[src/rtl/othello_pkg.sv]
// Shared Othello board definitions: cell codes, board geometry, direction steps,
// and the direction-validator state encoding.
package othello_pkg;

  localparam logic [1:0] CELL_EMPTY  = 2'b00;
  localparam logic [1:0] CELL_BLACK  = 2'b01;
  localparam logic [1:0] CELL_WHITE  = 2'b10;
  localparam logic [1:0] CELL_BORDER = 2'b11;

  localparam int BOARD_W     = 10;
  localparam int BOARD_CELLS = 100;
  localparam int POS_W       = 7;
  localparam int STEP_W      = 5;
  localparam int MAX_RUN     = 8;
  localparam int RUN_W       = 4;

  // Two's-complement 5-bit direction steps on the 10-wide bordered board
  localparam logic [STEP_W-1:0] STEP_UP    = 5'b10110;
  localparam logic [STEP_W-1:0] STEP_DOWN  = 5'b01010;
  localparam logic [STEP_W-1:0] STEP_LEFT  = 5'b11111;
  localparam logic [STEP_W-1:0] STEP_RIGHT = 5'b00001;

  typedef enum logic [1:0] {
    ST_IDLE  = 2'b00,
    ST_FETCH = 2'b01,
    ST_CHECK = 2'b10,
    ST_DONE  = 2'b11
  } dir_state_e;

  function automatic logic [1:0] own_code(input logic player);
    return player ? CELL_WHITE : CELL_BLACK;
  endfunction

  function automatic logic [1:0] opp_code(input logic player);
    return player ? CELL_BLACK : CELL_WHITE;
  endfunction

endpackage

[src/rtl/board_step_addr.sv]
// Combinational board walker: next = cur + sign-extended step (mod 2^POS_W),
// flagging any index past the last board cell as border.
module board_step_addr
  import othello_pkg::*;
#(
  parameter int P_POS_W  = POS_W,
  parameter int P_STEP_W = STEP_W
) (
  input  logic [P_POS_W-1:0]  cur_i,
  input  logic [P_STEP_W-1:0] step_i,
  output logic [P_POS_W-1:0]  nxt_o,
  output logic                border_o
);

  localparam logic [P_POS_W-1:0] LIMIT = P_POS_W'(BOARD_CELLS);

  logic [P_POS_W-1:0] step_ext_s;

  // Sign-extend the step and wrap the sum to the index width
  always_comb begin
    step_ext_s = {{(P_POS_W-P_STEP_W){step_i[P_STEP_W-1]}}, step_i};
    nxt_o      = cur_i + step_ext_s;
    border_o   = (nxt_o >= LIMIT);
  end

endmodule

[src/rtl/dir_validator.sv]
// Walks one direction from a candidate move and reports whether a run of opponent
// discs is closed by an own disc. DIR_VALI_RUNLEN_EN adds the run_len_o output.
module dir_validator
  import othello_pkg::*;
#(
  parameter int MAX_RUN = othello_pkg::MAX_RUN,
  parameter int POS_W   = othello_pkg::POS_W
) (
  input  logic              clock,
  input  logic              reset,
  input  logic              enable,
  input  logic              ld,
  input  logic [STEP_W-1:0] step_in,
  input  logic [POS_W-1:0]  pos_in,
  input  logic              player_in,
  output logic [POS_W-1:0]  board_addr_o,
  input  logic [1:0]        board_data_i,
  output logic              s_done_o,
  output logic              dir_status_o
`ifdef DIR_VALI_RUNLEN_EN
  ,
  output logic [RUN_W-1:0]  run_len_o
`endif
);

  localparam logic [RUN_W-1:0] RUN_MAX = RUN_W'(MAX_RUN);

  dir_state_e        state_q, state_d;
  logic [POS_W-1:0]  pos_q, pos_d;
  logic [STEP_W-1:0] step_q, step_d;
  logic              player_q, player_d;
  logic [POS_W-1:0]  cur_q, cur_d;
  logic              border_q, border_d;
  logic [RUN_W-1:0]  cnt_q, cnt_d;
  logic [POS_W-1:0]  addr_q, addr_d;
  logic              done_q, done_d;
  logic              status_q, status_d;
`ifdef DIR_VALI_RUNLEN_EN
  logic [RUN_W-1:0]  run_len_q, run_len_d;
`endif

  logic [POS_W-1:0]  pos_eff_s;
  logic [STEP_W-1:0] step_eff_s;
  logic              player_eff_s;
  logic [POS_W-1:0]  base_s;
  logic [STEP_W-1:0] step_sel_s;
  logic [POS_W-1:0]  nxt_s;
  logic              nxt_border_s;
  logic [1:0]        cell_s;

  // A load in the same cycle as enable takes effect for that walk
  always_comb begin
    if (ld) begin
      pos_eff_s    = pos_in;
      step_eff_s   = step_in;
      player_eff_s = player_in;
    end else begin
      pos_eff_s    = pos_q;
      step_eff_s   = step_q;
      player_eff_s = player_q;
    end
    if (state_q == ST_IDLE) begin
      base_s     = pos_eff_s;
      step_sel_s = step_eff_s;
    end else begin
      base_s     = cur_q;
      step_sel_s = step_q;
    end
    if (border_q) begin
      cell_s = CELL_BORDER;
    end else begin
      cell_s = board_data_i;
    end
  end

  board_step_addr #(
    .P_POS_W  (POS_W),
    .P_STEP_W (STEP_W)
  ) u_step (
    .cur_i    (base_s),
    .step_i   (step_sel_s),
    .nxt_o    (nxt_s),
    .border_o (nxt_border_s)
  );

  // Next-state and registered-output logic of the walk FSM
  always_comb begin
    state_d  = state_q;
    pos_d    = pos_q;
    step_d   = step_q;
    player_d = player_q;
    cur_d    = cur_q;
    border_d = border_q;
    cnt_d    = cnt_q;
    addr_d   = addr_q;
    done_d   = 1'b0;
    status_d = status_q;
`ifdef DIR_VALI_RUNLEN_EN
    run_len_d = run_len_q;
`endif
    case (state_q)
      ST_IDLE: begin
        if (ld) begin
          pos_d    = pos_in;
          step_d   = step_in;
          player_d = player_in;
        end else begin
          pos_d    = pos_q;
        end
        if (enable) begin
          status_d = 1'b0;
          cnt_d    = {RUN_W{1'b0}};
`ifdef DIR_VALI_RUNLEN_EN
          run_len_d = {RUN_W{1'b0}};
`endif
          if (step_eff_s == {STEP_W{1'b0}}) begin
            state_d = ST_DONE;
            done_d  = 1'b1;
          end else begin
            state_d  = ST_FETCH;
            cur_d    = nxt_s;
            border_d = nxt_border_s;
            addr_d   = nxt_s;
          end
        end else begin
          state_d = ST_IDLE;
        end
      end
      ST_FETCH: begin
        state_d = ST_CHECK;
      end
      ST_CHECK: begin
        if ((cell_s == opp_code(player_q)) && (cnt_q < RUN_MAX)) begin
          state_d  = ST_FETCH;
          cnt_d    = cnt_q + 4'd1;
          cur_d    = nxt_s;
          border_d = nxt_border_s;
          addr_d   = nxt_s;
        end else if ((cell_s == own_code(player_q)) && (cnt_q != {RUN_W{1'b0}})) begin
          state_d  = ST_DONE;
          done_d   = 1'b1;
          status_d = 1'b1;
`ifdef DIR_VALI_RUNLEN_EN
          run_len_d = cnt_q;
`endif
        end else begin
          state_d  = ST_DONE;
          done_d   = 1'b1;
          status_d = 1'b0;
`ifdef DIR_VALI_RUNLEN_EN
          run_len_d = {RUN_W{1'b0}};
`endif
        end
      end
      ST_DONE: begin
        state_d = ST_IDLE;
      end
      default: begin
        state_d = ST_IDLE;
      end
    endcase
  end

  // State and output registers; reset abandons any walk without a done pulse
  always_ff @(posedge clock or negedge reset) begin
    if (!reset) begin
      state_q  <= ST_IDLE;
      pos_q    <= {POS_W{1'b0}};
      step_q   <= {STEP_W{1'b0}};
      player_q <= 1'b0;
      cur_q    <= {POS_W{1'b0}};
      border_q <= 1'b0;
      cnt_q    <= {RUN_W{1'b0}};
      addr_q   <= {POS_W{1'b0}};
      done_q   <= 1'b0;
      status_q <= 1'b0;
`ifdef DIR_VALI_RUNLEN_EN
      run_len_q <= {RUN_W{1'b0}};
`endif
    end else begin
      state_q  <= state_d;
      pos_q    <= pos_d;
      step_q   <= step_d;
      player_q <= player_d;
      cur_q    <= cur_d;
      border_q <= border_d;
      cnt_q    <= cnt_d;
      addr_q   <= addr_d;
      done_q   <= done_d;
      status_q <= status_d;
`ifdef DIR_VALI_RUNLEN_EN
      run_len_q <= run_len_d;
`endif
    end
  end

  assign board_addr_o = addr_q;
  assign s_done_o     = done_q;
  assign dir_status_o = status_q;
`ifdef DIR_VALI_RUNLEN_EN
  assign run_len_o    = run_len_q;
`endif

endmodule

[config.mk]
export PLATFORM = sky130hd
export DESIGN_NAME = dir_validator
export DESIGN_NICKNAME = d
export VERILOG_FILES = /design/src/rtl/othello_pkg.sv /design/src/rtl/board_step_addr.sv /design/src/rtl/dir_validator.sv
export SDC_FILE = /design/constraint.sdc
export NUM_CORES = 1
export LEC_CHECK = 0
export ABC_CLOCK_PERIOD_IN_PS = 5200
export CORE_AREA = 3 3 82 84
export DETAILED_ROUTE_END_ITERATION = 16
export DIE_AREA = 0 0 85 87
export PLACE_DENSITY = 0.5
export SYNTH_ARGS = -nofsm -noshare
export SYNTH_HDL_FRONTEND = slang
export SYNTH_HIERARCHICAL = 1
export SYNTH_SLANG_ARGS = --single-unit
[constraint.sdc]
create_clock -name clock -period 5.2 [get_ports clock]
set_input_delay 0.78 -clock clock [delete_from_list [all_inputs] [get_ports clock]]
set_output_delay 0.78 -clock clock [all_outputs]
set_load 0.02 [all_outputs]
; ---- Word-level counts from Yosys, hierarchy flattened
; Index checks and enable logic that the tools add are counted.
; W data, S select, Z words.
[totals]
latchBits = 0
word_cells = 62
mem_bits_ro = 0
ff_bits = 29
memories = 0
in_bits = 19
ram_bits = 0
[classes]
n_lt_le_gt_ge = 2
n_reduce_logical = 10
n_addsub = 2
n_eq_ne = 9
multipliers = 0
div_mod_pow = 0
n_bitwise = 0
muxes = 30
n_shift = 0
[op_table]
columns = cell, count
row1 = $mux W7, 5
row2 = $pmux W7 S2, 1
row3 = $mux W2, 6
row4 = $mux W5, 2
row5 = $mux W1, 9
row6 = $mux W4, 2
row7 = $ne A2 B2 Y1 const B, 4
row8 = $pmux W2 S4, 1
row9 = $pmux W4 S2, 1
row10 = $add A7 B7 Y7, 1
row11 = $ge A7 B7 Y1 const B, 1
row12 = $pmux W1 S2, 3
row13 = $reduce_and A3 Y1, 2
row14 = $logic_not A5 Y1, 1
row15 = $add A4 B1 Y4 const B, 1
row16 = $eq A2 B2 Y1, 2
row17 = $eq A2 B2 Y1 const B, 2
row18 = $lt A4 B4 Y1 const B, 1
row19 = $reduce_and A4 Y1, 1
row20 = $reduce_bool A4 Y1, 1
row21 = $eq A2 B1 Y1 const B, 1
row22 = $logic_and A1 B1 Y1, 2
row23 = $logic_not A2 Y1, 1
row24 = $reduce_and A2 Y1, 1
row25 = $reduce_bool A2 Y1, 1

; ---- Depth between registers and ports, before layout
; Gate-level depths: netlist of run 1.
[logic_depth]
word_depth = 7
mapped_depth = 11

; ---- Hierarchy
; The synthesis of run 1 kept the hierarchy.
[by_module_without_submodules]
columns = mod, seq_area_each_um2, instances, area_each_um2, cells_each
row1 = dir_validator, 725.7, 1, 1488.9, 125
row2 = board_step_addr, 0.0, 1, 319.1, 38

; ---- Worst setup path before layout of run 1
; No wires, ideal clock.
[synth_path]
path_kind = input to register
from = input port ld
to = register border_q
setup_slack_ps = 1692
stages = 11
arrival_time_ps = 3383
setup_time_ps = 125
cell_sequence = buf_6 > and2_1 > buf_2 > mux2_2 > ha_1 > fa_1 > a211o_1 > a21o_1 > a211oi_1 > nor4b_2 > mux2_4
[synth_via]
elab_chain_cells = 7
[synth_lines]
columns = element, line_no
row1 = "start, declared", dir_validator.sv:12  ; input logic ld,
row2 = $mux W7 / $mux W5 (equally long branches), n/a
row3 = $mux W7 / $mux W5 (equally long branches), dir_validator.sv:62  ; if (state_q == ST_IDLE) begin
row4 = $add A7 B7 Y7 *, board_step_addr.sv:22  ; nxt_o = cur_i + step_ext_s;
row5 = $ge A7 B7 Y1 *, board_step_addr.sv:23  ; border_o = (nxt_o >= LIMIT);
row6 = $mux W1, dir_validator.sv:116  ; if (step_eff_s == {STEP_W{1'b0}}) begin
row7 = $mux W1, dir_validator.sv:110  ; if (enable) begin
row8 = $pmux W1 S2 *, dir_validator.sv:101  ; case (state_q)
row9 = via border_d, dir_validator.sv:33  ; logic border_q, border_d;
row10 = "end signal, assigned", dir_validator.sv:186  ; border_q <= border_d;
row11 = "end, declared", dir_validator.sv:33
; The timed path passes the listed nets; every way through them passes the cells marked *. The select of a mux whose other input is x is not followed.
; A chain may end at the register's enable or synchronous reset.

; ---- Worst setup path after layout of run 1
; Same ends and word-level chain as after synthesis.

==> results of run 1 <==
state kept, by name, summed over array words and instances, names as in the netlist:
signal        cells
board_addr_o      7
border_q          1
cnt_q             4
dir_status_o      1
player_q          1
pos_q             7
s_done_o          1
state_q           2
step_q            5
worst reg2reg max path: cells and delay by family, from the launching register on:
kind            cells  cell delay (ns)
simple gates        3             0.44
fa+ha+maj           1             0.43
flops               1             0.53
compound gates      3             0.92
mux                 2             0.67
buf+inv             2             0.46
metal layers:
metal  wire length [um]  vias up  GRT usage, %
met5                  0        -             0
met4                 72        0         4.317
met3                190        9         4.636
met2               2072       32         21.40
met1               1945      665         14.98
li1                   -      660             -
kinds of logic after synthesis:
logic type | count (synthesis) | synth area share (%)
AO/OA/AOI/OAI | 41 | 16.26
XOR/XNOR | 2 | 0.9690
adder cells (fa/ha/maj) | 9 | 6.644
buffers and inverters | 13 | 3.806
flip-flops | 29 | 40.14
multiplexers | 28 | 18.62
AND/OR/NAND/NOR | 41 | 13.56
worst min path at each step:
stage | start | end | slack, ns
after floorplan | pos_q[1]$_DFFE_PN0P_ | pos_q[1]$_DFFE_PN0P_ | 0.46
after global placement | pos_q[1]$_DFFE_PN0P_ | pos_q[1]$_DFFE_PN0P_ | 0.47
after detailed placement | pos_q[3]$_DFFE_PN0P_ | pos_q[3]$_DFFE_PN0P_ | 0.48
after CTS | pos_q[3]$_DFFE_PN0P_ | pos_q[3]$_DFFE_PN0P_ | 0.49
after global routing | pos_q[3]$_DFFE_PN0P_ | pos_q[3]$_DFFE_PN0P_ | 0.52
final | pos_q[3]$_DFFE_PN0P_ | pos_q[3]$_DFFE_PN0P_ | 0.49
final cells by class:
class | count | area (um^2) | area share [%]
Tap cell | 75 | 93.84 | 4.178
Multi-Input combinational cell | 121 | 1013 | 45.13
Clock buffer | 7 | 86.33 | 3.844
Sequential cell | 29 | 725.7 | 32.31
Timing Repair Buffer | 31 | 300.3 | 13.37
Inverter | 7 | 26.28 | 1.170
metrics by stage:
| stage | setup WS (ns) | area (um^2) | util, % | std cells | hold slack, ns |
|---|---|---|---|---|---|
| final | 1.415 | 2246 | 37.49 | 270 | 0.4879 |
| after detailed placement | 1.171 | 2160 | 36.05 | 263 | 0.4796 |
| after floorplan | 1.692 | 1808 | - | 163 | 0.4574 |
| after global routing | 1.325 | 2246 | 37.49 | 270 | 0.5156 |
| after global placement | 1.289 | 2160 | 36.05 | 263 | 0.4732 |
| after CTS | 1.462 | 2246 | 37.49 | 270 | 0.4934 |
placed cells by master, fill, tap and decap left out, types with 5 or more instances in the layout:
cell type	count
dfrtp_1	29
ha_1	8
nand2_1	5
mux2_4	8
a21oi_1	10
inv_1	7
mux2_2	11
clkbuf_8	6
nor2_1	15
mux2i_1	7
clkdlybuf4s50_1	27
power by group through the flow:
stage | Sequential (mW) | Combinational, mW | Clock, mW
after CTS | 0.437 | 1.12 | 0.194
after detailed placement | 0.440 | 1.11 | 0
after floorplan | 0.451 | 0.812 | 0
final | 0.436 | 1.12 | 0.187
after global routing | 0.454 | 1.24 | 0.206
after global placement | 0.435 | 1.08 | 0
==> metrics.cfg, run 1 <==
[worst_setup_path]
reg2reg_depth = 11
r2r_end = border_q$_DFFE_PN0P_
cp_slowest_cell = clkdlybuf4s50_1
cpMostUsedCell = buf_4
crit_end = border_q$_DFFE_PN0P_
end_kind = flop
crit_buf_inv = 3
crit_fanout = 12
crit_start = ld
cp.depth = 11
cp.required_ns = 5.36
cpPeakStageDelay_ns = 0.45
critical_path.startpoint_type = primary input
path_cells = clkdlybuf4s50_1 > buf_4 > and2_1 > buf_4 > mux2_2 > fa_1 > a211o_1 > a21o_1 > a211oi_1 > nor4b_2 > mux2_4
arrival_ns = 3.95
crit_family = compound AO/OA/AOI/OAI gates
r2r_start = state_q[1]$_DFF_PN0_
criticalPathCategory = in -> reg
rrSetupSlack_ns = 1.63

[routing]
drt-total-wl_mm = 4.281
drt_pass1_iterations = 4
avgRoutedWirePerCell_um = 15.86
vias = 1366
drt_iter0_drc = 61
ant_nets = 0
viasPerCell = 5.059
route.detailed.drc = 0

[yosys]
ys_top_cells_by_area = dfrtp_1 40%, mux2_2 6.9%, mux2_4 6.6%
syn_nets = 191
synthesis.area_um2 = 1808
synth_flop_cell = dfrtp_1
yosysSeqAreaShare_pct = 40.14
synth_common_cells = 29 x dfrtp_1, 15 x nor2_1, 11 x mux2_2
yosysTopAreaCellShare_pct = 40.14
synth_edf_count = 0
ys_async_sr_fraction_pct = 100.0
yosys_warnings = 6
synth_area_leader_cell = dfrtp_1
synth_cell_types = 47
yosysMostFrequentCell = dfrtp_1
ys_seq_elements = 29
postSynthCellCount = 163
synth.avg_cell_area_um2 = 11.09

[die]
io_pins = 28
rows = 28
core-area_um2 = 5991
die_w_um = 85
dieArea_um2 = 7395
start_util_pct = 30.18
chipHeight_um = 87

[power_and_ir_drop]
seqPwrFrac_pct = 25.0
power_mw = 1.742
cellLeakagePower_nw = 0.9778
p_comb_share_pct = 64.2
p_sw_share_pct = 42.39
internal_power_mw = 1.004
powerDensity_nw_per_um2 = 775.8
power_frac_clock_pct = 10.8
p_sw_uw = 738.5
vdd.ir_drop.worst_mv = 0.3628

[timing]
fin_skew_ns = 0.006711
hold_violations = 0
min_period_ns = 3.785
rsz0062_at_grt = false
fin_tns_setup_ns = 0
max_freq_mhz = 264.2
setup_violations = 0
fin_crit_sh_pct = 72.78
worst_slew_pin_slew_ns = 0.6453
slew_headroom_pct = 56.98
final_max_slew_viol_count = 0

[layout]
nNetsFinal = 223
drive_above_1_share_pct = 19.49
fillers = 593
n_antenna_cell = 0
syn_to_final_growth_pct = 24.22

[global_routing]
grt_max_degree = 30
grt_overflow = 0
grt_use_total_pct = 12.71
grt_pass1_wl_mm = 7.369
first_global_vias = 1559
antenna_found_initial = 0

[flow_run]
cap_viol_max_count = 0

[cts]
cts_resized = 0
cts_max_path_buffers = 2
cts_setup_buffers = 0
tritoncts = yes
clk_latency_ns = 0.28
clkSinkCount = 29
cts_root_buffer = clkbuf_8
cts_htree_levels = 2
cts_buffers = 5
path_clk_slew_ns = 0.06
ctsHoldBuffers = 0

[hold_path]
min_path_cells = 1
hold_class = reg -> reg

[status]
status = completed

[placed_design]
hpwlAfterDp_mm = 3.194
gp_congestion = 0.8653
port_buffers = 27

(Power assumes the default switching activity.)
==> run 2: changes to the inputs <==
--- a/config.mk
+++ b/config.mk
@@ -5,11 +5,11 @@
 export SDC_FILE = /design/constraint.sdc
 export NUM_CORES = 1
 export LEC_CHECK = 0
-export ABC_CLOCK_PERIOD_IN_PS = 5200
+export ABC_CLOCK_PERIOD_IN_PS = 3300
 export CORE_AREA = 3 3 82 84
 export DETAILED_ROUTE_END_ITERATION = 16
 export DIE_AREA = 0 0 85 87
-export PLACE_DENSITY = 0.5
+export PLACE_DENSITY = 0.51
 export SYNTH_ARGS = -nofsm -noshare
 export SYNTH_HDL_FRONTEND = slang
 export SYNTH_HIERARCHICAL = 1
==> constraint.sdc (replaced) <==
create_clock -name clock -period 3.3 [get_ports clock]
set_input_delay 0.495 -clock clock [delete_from_list [all_inputs] [get_ports clock]]
set_output_delay 0.495 -clock clock [all_outputs]
set_load 0.02 [all_outputs]
==> run 2 against run 1 <==
Global-route usage fell by 0.53 points. Highest routed layer unchanged. Critical endpoint unchanged. Clock skew rose by 0.0011 ns. Combinational power rose by 72%.
==> metrics.cfg, run 2 (synthesis results as in run 1) <==
[routing]
avgRoutedWirePerCell_um = 14.51  ; -8.5%
route.detailed.drc = 0  ; unchanged
dr_wl_met2_mm = 1.946  ; -6.1%
vias = 1374  ; +0.59%
wl_met1_mm = 1.903  ; -2.2%
drt-total-wl_mm = 4.122  ; -3.7%
wl_met3_um = 179  ; -5.8%
drt_iter0_drc = 21  ; -66%
viasPerCell = 4.838  ; -4.4%
top_layer = met4
ant_nets = 0  ; unchanged
drt_pass1_iterations = 4  ; unchanged

[power_and_ir_drop]
vdd.ir_drop.worst_mv = 0.5551  ; +53%
cellLeakagePower_nw = 1.068  ; +9.3%
powerDensity_nw_per_um2 = 1261  ; +62%

[cts]
clk_latency_ns = 0.29  ; about the same
cts_buffers = 5  ; unchanged
cts_max_path_buffers = 2  ; unchanged
cts_htree_levels = 2  ; unchanged
cts_setup_buffers = 0  ; unchanged
clkSinkCount = 29  ; unchanged
tritoncts = yes
cts_root_buffer = clkbuf_8
path_clk_slew_ns = 0.07  ; about the same

[die]
chipHeight_um = 87  ; unchanged
start_util_pct = 30.18  ; unchanged
dieArea_um2 = 7395  ; unchanged
core-area_um2 = 5991  ; unchanged
die_w_um = 85  ; unchanged
io_pins = 28  ; unchanged
rows = 28  ; unchanged

[status]
status = completed

[worst_setup_path]
end_kind = flop
reg2reg_depth = 10  ; -1
cp.required_ns = 3.48  ; -1.88 ns
r2r_end = border_q$_DFFE_PN0P_
criticalPathCategory = in -> reg
rrSetupSlack_ns = 0.35  ; -1.28 ns
critical_path.startpoint_type = primary input
r2r_start = state_q[0]$_DFF_PN0_
arrival_ns = 3.26  ; -0.69 ns
crit_start = ld
crit_fanout = 4  ; -8

[timing]
min_period_ns = 3.085
rsz0062_at_grt = false
final_max_slew_viol_count = 0  ; unchanged
max_freq_mhz = 324.2
setup_violations = 0  ; unchanged
fin_skew_ns = 0.007825  ; +0.001114 ns
hold_violations = 0  ; unchanged
fin_crit_sh_pct = 93.48
slew_headroom_pct = 74.67  ; +18 points
worst_slew_pin_slew_ns = 0.3799  ; -0.2654 ns

[layout]
n_antenna_cell = 0  ; unchanged
nNetsFinal = 236  ; +5.8%
drive_above_1_share_pct = 26.79  ; +7.3 points
fin_util_pct = 40.14  ; +2.7 points
layout_commonest_cell = dfrtp_1
syn_to_final_growth_pct = 33.01
fin_cells = 284  ; +5.2%
fillers = 594  ; +0.17%
mostFrequentLayoutCells = 29 x dfrtp_1, 27 x clkdlybuf4s50_1, 17 x buf_4, 14 x nor2_1, 11 x mux2_2

[global_routing]
first_global_vias = 1418  ; -9.0%
grt_use_total_pct = 12.18  ; -0.53 points
grt_overflow = 0  ; unchanged
grt_pass1_wl_mm = 6.920  ; -6.1%
antenna_found_initial = 0  ; unchanged
grt_max_degree = 30  ; unchanged

[placed_design]
hpwlAfterDp_mm = 3.062  ; -4.1%
gp_congestion = 0.7737  ; -11%
dp_cells = 276  ; +4.9%
port_buffers = 27  ; unchanged

[flow_run]
cap_viol_max_count = 0  ; unchanged

[hold_path]
hold_class = reg -> reg
whs_endpoint = pos_q[1]$_DFFE_PN0P_
min_path_cells = 1  ; unchanged
hold_start = pos_q[1]$_DFFE_PN0P_

[run 2: changes by cell type in the layout (fill, tap and decap cells not counted), sizes merged]
cell | before | now
buf | 4 | 17
bufinv | 0 | 2
clkbuf | 7 | 5
clkinv | 0 | 1
[run 2: timing repair]
action                                  in CTS  in global routing
hold buffers                                 0                  0
gates resized for setup                      0                  2
endpoints found under the setup margin       0                  1
[run 2: final cells by class]
type	count	area, um^2	area share, %
clock buffers	5	68.82	2.862
well taps	75	93.84	3.902
multi-input cells	121	1027	42.72
repair buffers	44	397.9	16.55
flip-flops and latches	29	725.7	30.18
clock inverters	3	65.06	2.706
inverters	7	26.28	1.093
[run 2: where the power goes]
group / internal (mW) / leakage, nW / switching (mW) / total, mW
registers: 0.535 / 0.350 / 0.123 / 0.659
clock network: 0.300 / 0.0681 / 0.143 / 0.443
logic: 1.01 / 0.650 / 0.923 / 1.93
total: 1.84 / 1.07 / 1.19 / 3.03
[run 2: critical path: stages]
cell	delay, ns
clkdlybuf4s50_1	0.48
and2_1	0.21
mux2_2	0.37
ha_1	0.22
fa_1	0.40
a211o_1	0.30
a21o_1	0.18
a211oi_2	0.27
nor4b_2	0.08
mux2_4	0.26
[run 2: routing by layer]
layer,global-route usage [%],vias to the layer above
met2,20.34,27
met3,2.649,8
met4,6.043,0
met1,14.83,655
met5,0,-
li1,-,684
[run 2: how the worst max path moves through the flow]
stage | slack [ns] | cells after the start | to
finish | 0.22 | 10 | border_q$_DFFE_PN0P_
global route | 0.09 | 10 | border_q$_DFFE_PN0P_
floorplan | 0.02 | 11 | border_q$_DFFE_PN0P_
detailed placement | -0.14 | 10 | border_q$_DFFE_PN0P_
CTS | 0.14 | 10 | border_q$_DFFE_PN0P_
global placement | -0.10 | 10 | border_q$_DFFE_PN0P_
[run 2: through the flow]
stage | power (mW) | TNS, ns | hold slack [ns] | setup slack, ns | area [um^2]
detailed placement | 2.544 | -0.2742 | 0.4740 | -0.1428 | 2260
global placement | 2.555 | -0.1860 | 0.4688 | -0.1015 | 2260
floorplan | 1.994 | 0 | 0.1994 | 0.01633 | 1810
global route | 3.293 | 0 | 0.5118 | 0.09267 | 2405
finish | 3.031 | 0 | 0.4865 | 0.2152 | 2405
CTS | 3.013 | 0 | 0.4886 | 0.1407 | 2394
